===== src/rtl/min_search_master.sv =====
// Bus initiator that scans COUNT signed words from BASE_ADR, finds the minimum
// and its first index, and writes both back to RESULT_ADR / RESULT_ADR+4.
module min_search_master #(
  parameter logic [31:0] BASE_ADR   = 32'd1000,
  parameter int unsigned COUNT      = 20,
  parameter logic [31:0] RESULT_ADR = 32'd2000
) (
  input  logic        clk,
  input  logic        rst,
  input  logic        start,
  output logic [31:0] adr,
  output logic [31:0] d_in,
  output logic        mrd,
  output logic        mwr,
  input  logic [31:0] d_out,
  output logic        busy,
  output logic        done,
  output logic [31:0] min_value,
  output logic [31:0] min_index
);

  typedef enum logic [2:0] {
    S_IDLE,
    S_READ,
    S_WR_VAL,
    S_WR_IDX,
    S_DONE
  } state_t;

  localparam logic [15:0] LAST = 16'(COUNT - 1);

  state_t      r_state;
  state_t      w_next;
  logic [15:0] r_i;
  logic [15:0] r_cur_idx;
  logic [31:0] r_cur_min;
  logic [31:0] r_min_value;
  logic [31:0] r_min_index;
  logic        w_last;
  logic        w_take;

  assign w_last = (r_i == LAST);
  // Strict less-than keeps the earliest index on ties.
  assign w_take = (r_i == '0) || ($signed(d_out) < $signed(r_cur_min));

  always_ff @(posedge clk) begin
    if (rst) r_state <= S_IDLE;
    else     r_state <= w_next;
  end

  always_comb begin
    w_next = r_state;
    unique case (r_state)
      S_IDLE:   if (start) w_next = S_READ;
      S_READ:   if (w_last) w_next = S_WR_VAL;
      S_WR_VAL: w_next = S_WR_IDX;
      S_WR_IDX: w_next = S_DONE;
      S_DONE:   w_next = S_IDLE;
      default:  w_next = S_IDLE;
    endcase
  end

  always_ff @(posedge clk) begin
    if (rst) begin
      r_i         <= '0;
      r_cur_idx   <= '0;
      r_cur_min   <= '0;
      r_min_value <= '0;
      r_min_index <= '0;
    end else begin
      unique case (r_state)
        S_IDLE: if (start) r_i <= '0;
        S_READ: begin
          if (w_take) begin
            r_cur_min <= d_out;
            r_cur_idx <= r_i;
          end
          if (!w_last) r_i <= r_i + 16'd1;
        end
        S_WR_IDX: begin
          r_min_value <= r_cur_min;
          r_min_index <= {16'd0, r_cur_idx};
        end
        default: ;
      endcase
    end
  end

  // Bus outputs decode from registered state only.
  always_comb begin
    adr  = '0;
    d_in = '0;
    mrd  = 1'b0;
    mwr  = 1'b0;
    busy = 1'b0;
    done = 1'b0;
    unique case (r_state)
      S_READ: begin
        mrd  = 1'b1;
        busy = 1'b1;
        adr  = BASE_ADR + (32'(r_i) << 2);
      end
      S_WR_VAL: begin
        mwr  = 1'b1;
        busy = 1'b1;
        adr  = RESULT_ADR;
        d_in = r_cur_min;
      end
      S_WR_IDX: begin
        mwr  = 1'b1;
        busy = 1'b1;
        adr  = RESULT_ADR + 32'd4;
        d_in = {16'd0, r_cur_idx};
      end
      S_DONE:  done = 1'b1;
      default: ;
    endcase
  end

  assign min_value = r_min_value;
  assign min_index = r_min_index;

endmodule


===== config.mk =====
export PLATFORM = sky130hd
export DESIGN_NAME = min_search_master
export DESIGN_NICKNAME = d
export VERILOG_FILES = /design/src/rtl/min_search_master.sv
export SDC_FILE = /design/constraint.sdc
export NUM_CORES = 1
export LEC_CHECK = 0
export ABC_AREA = 1
export CORE_UTILIZATION = 48
export CTS_BUF_LIST = sky130_fd_sc_hd__clkbuf_4 sky130_fd_sc_hd__clkbuf_8
export CTS_CLUSTER_DIAMETER = 40
export DETAILED_ROUTE_END_ITERATION = 10
export GPL_TIMING_DRIVEN = 0
export PLACE_DENSITY_LB_ADDON = 0.25
export REMOVE_ABC_BUFFERS = 1
export SYNTH_ARGS = -nofsm -noshare
export SYNTH_HDL_FRONTEND = slang
export SYNTH_SLANG_ARGS = --single-unit

===== constraint.sdc =====
create_clock -name clk -period 3 [get_ports clk]
set_clock_uncertainty 0.1 [all_clocks]
set_input_delay 0.75 -clock clk [delete_from_list [all_inputs] [get_ports clk]]
set_output_delay 0.75 -clock clk [all_outputs]
set_load 0.005 [all_outputs]

==> results by group <==
Synth
  – Syn avg cell area: around 6.9 sq um
  – Most used DFF post-synth: dfxtp_1
  – Mapped Area: between 6000 and 7000 sq um
  – Dominant cells by area after synthesis: dfxtp_1, a21oi_1, nand2_1, ha_1, nor2_1
  – Async set-reset flop share out of synthesis: 0
  – Synth Instances: approximately 890
  – Post-synth top area share: 0.374
  – Post-synth EDFFs: 0
  – Synthesized flop and latch total: roughly 120
  – Yosys top cell by area: dfxtp_1
  – Sequential area share after synthesis: 0.374
  – Yosys Warn Count: 0
  – Yosys cell types: 34

Floorplan
  – Area of the core: between 10000 and 15000 sq um
  – Die width: between 100 and 150 um
  – Starting Density: 0.502
  – Die footprint: 13300 sq um
  – Number of placement rows: 40
  – Die span in y: 115 um
  – I/O pins: around 170

STA
  – Worst slew margin: 0.325
  – Final setup violation count: 0
  – Final worst path period share: 0.972
  – Worst Max-Slew Pin Slew: a little over 1 ns
  – Max-slew violation count: 0
  – Final min period: 2.92 ns
  – Max Freq: ~0.34 GHz
  – Hold WS: about 0.36 ns
  – Hold Violations, Final: 0

Critical path
  – Critical Path Start: r_state[2]
  – R2R setup slack: 0.36 ns
  – Cell depth of the worst flop-to-flop path: 12
  – R2r startpoint: r_state[2]
  – FF-to-FF End: r_i[3]
  – Critical path type: reg -> out
  – Setup crit start kind: flop
  – CP endpoint: d_in[26]
  – Crit path required time: 2.15 ns
  – CP Capture Type: output port
  – CP Data Arrival Time: 2.07 ns
  – CP max FO: 17

Power
  – PD cells: 481 nW/um^2
  – Peak supply drop: roughly 0.26 mV
  – Sw Pwr: about 1.2 mW
  – Combinational Power Share: 0.246
  – Clock power frac: 0.335
  – Sw Share: 0.308
  – P_int: 2.80 mW
  – Static leakage: 3.96 nW
  – Reg power frac: 0.419

Layout
  – Final core occ: 0.685
  – Area delta synth->final: 36.5%
  – Share of post-route cells with drive strength above 1: 0.114
  – Final nets: roughly 1100
  – Diode count: 0
  – Leading cell type in the layout, fill and taps excluded: nand2_1
  – Commonest non-fill, non-tap cells in the layout: nand2_1, a21oi_1, dfxtp_1

Routing
  – Avg WL per Cell: around 15 um
  – Final ANT Viol Nets: 0
  – DRT met1 WL: ~8000 um
  – Via Count: between 6000 and 7000
  – DRT iter0 DRCs: approximately 500
  – Total length of routed met3 wires: approximately 1000 um
  – Pre-antenna DRT Iters: 5
  – DRC errors left: 0
  – DR vias/cell: ~5.2
  – Max Used Layer: met4
  – Final wirelength: roughly 18000 um
  – Met2 routed WL: around 8300 um

Hold path
  – HP Class: reg -> reg

Clocking
  – CTS clk-pin slew, worst paths: roughly 0.060 ns
  – Clock sinks: about 120
  – H-tree depth: 4
  – Root buffer cell: clkbuf_8
  – Worst-Skew Late Latency: 0.44 ns
  – Num CTS Buffers: 17
  – CTS max path bufs: 2
  – CTS tree: done
  – Quantity of hold-fixing buffers added after cts: 0

Place
  – Final GP Congestion: 0.859
  – Post-detail-place hpwl: 10300 um
  – IO Port Bufs: around 140

Status
  – Status: complete, no violations

Global routing
  – Largest net degree at the start of global routing: between 80 and 90
  – Total GRT Usage: 0.265
  – First-pass GRT wire length: around 27000 um
  – Initial antenna violation count: 0
  – GRT overflow: 0
  – Number of global-route vias before repair: about 5600

Flow run
  – Max Cap Viol: 0
## layout make-up
class                      instances  area, sq um
timing repair buffer             168         1790
sequential                       115         2330
multi-input combinational        624         3220
fill                            1078         3860
tap                              168          210
clock inverter                     4         20.0
clock buffer                      27          353
timing repair inverter             1         7.51
inverter                         111          465
## metal layers
metal,global-route usage,vias up
met3,0.0490,37
li1,-,3142
met2,0.433,216
met5,0,-
met1,0.340,2924
met4,0.120,0
## repair_timing
item | in CTS | in global routing
resized for setup | 69 | 40
pin swaps | 7 | 5
endpoints found under the setup margin | 97 | 77
cloned | 5 | 3
setup buffers | 15 | 9
## state kept, by name (all words and copies together), names as in the netlist
register / flops
min_index: 16
r_cur_idx: 16
min_value: 32
r_i: 16
r_state: 3
r_cur_min: 32
## cells in the mapped netlist (2+ instances only)
cell and n:
a21oi_1 126, nor3_1 16, clkbuf_1 31, nand4_1 7
o21a_1 3, buf_4 32, inv_2 5, a211oi_1 4
buf_2 6, nor2_1 108, nand3_2 3, xor2_1 2
nand2_1 149, nor3b_1 2, nand2_2 2, nor4_1 3
nand3_1 56, inv_1 105, o21ai_0 63, dfxtp_1 115
buf_6 4, ha_1 34, o21ai_1 5
## worst min path at each step
stage                  start            end  slack, ns  depth (start not counted)
5_1_grt        min_index[14]  min_index[14]       0.39                          2
2_1_floorplan   r_cur_idx[1]   r_cur_idx[1]       0.34                          2
6_report        min_index[9]   min_index[9]       0.36                          2
3_3_place_gp    r_cur_idx[1]   r_cur_idx[1]       0.35                          2
3_5_place_dp    min_index[9]   min_index[9]       0.35                          2
4_1_cts         min_index[9]   min_index[9]       0.36                          2
## worst max-delay path, cell delays in order, from the launching register on
cell and delay, ns:
dfxtp_1 0.33, nor2_2 0.13, inv_2 0.07, nor2_4 0.13
buf_6 0.14, clkinvlp_4 0.08, buf_8 0.16, nor2_1 0.09
clkdlybuf4s50_1 0.50
## per-stage QoR
step	total power, mW	worst slack (ns)	cell area, sq um	setup TNS, ns	cells
3_3_place_gp	2.57	-5.02	7390	-285.36	1151
5_1_grt	4.27	-0.00867	8400	-0.00907	1218
2_1_floorplan	2.28	-2.19	5830	-71.37	848
6_report	4.04	0.0845	8400	0	1218
3_5_place_dp	2.61	-0.937	7490	-56.26	1155
4_1_cts	4.00	0.00677	8160	0	1206
## cells by family (layout without fill, tap and decap cells)
logic type / Yosys count / count (layout) / share of synthesized area
compound gates: 206 / 206 / 0.175
flops: 115 / 115 / 0.374
other cells: 1 / 31 / 0.000610
fa+ha+maj: 34 / 34 / 0.0691
simple gates: 349 / 351 / 0.239
xor+xnor: 2 / 2 / 0.00285
buf+inv: 185 / 311 / 0.138
## power groups by stage
stage          Sequential (mW)  Clock, mW  Combinational (mW)
4_1_cts                   1.69       1.37               0.936
6_report                  1.69       1.35               0.996
2_1_floorplan             1.72          0               0.560
5_1_grt                   1.71       1.44                1.12
3_3_place_gp              1.72          0               0.849
3_5_place_dp              1.73          0               0.887
(Power assumes the default switching activity.)
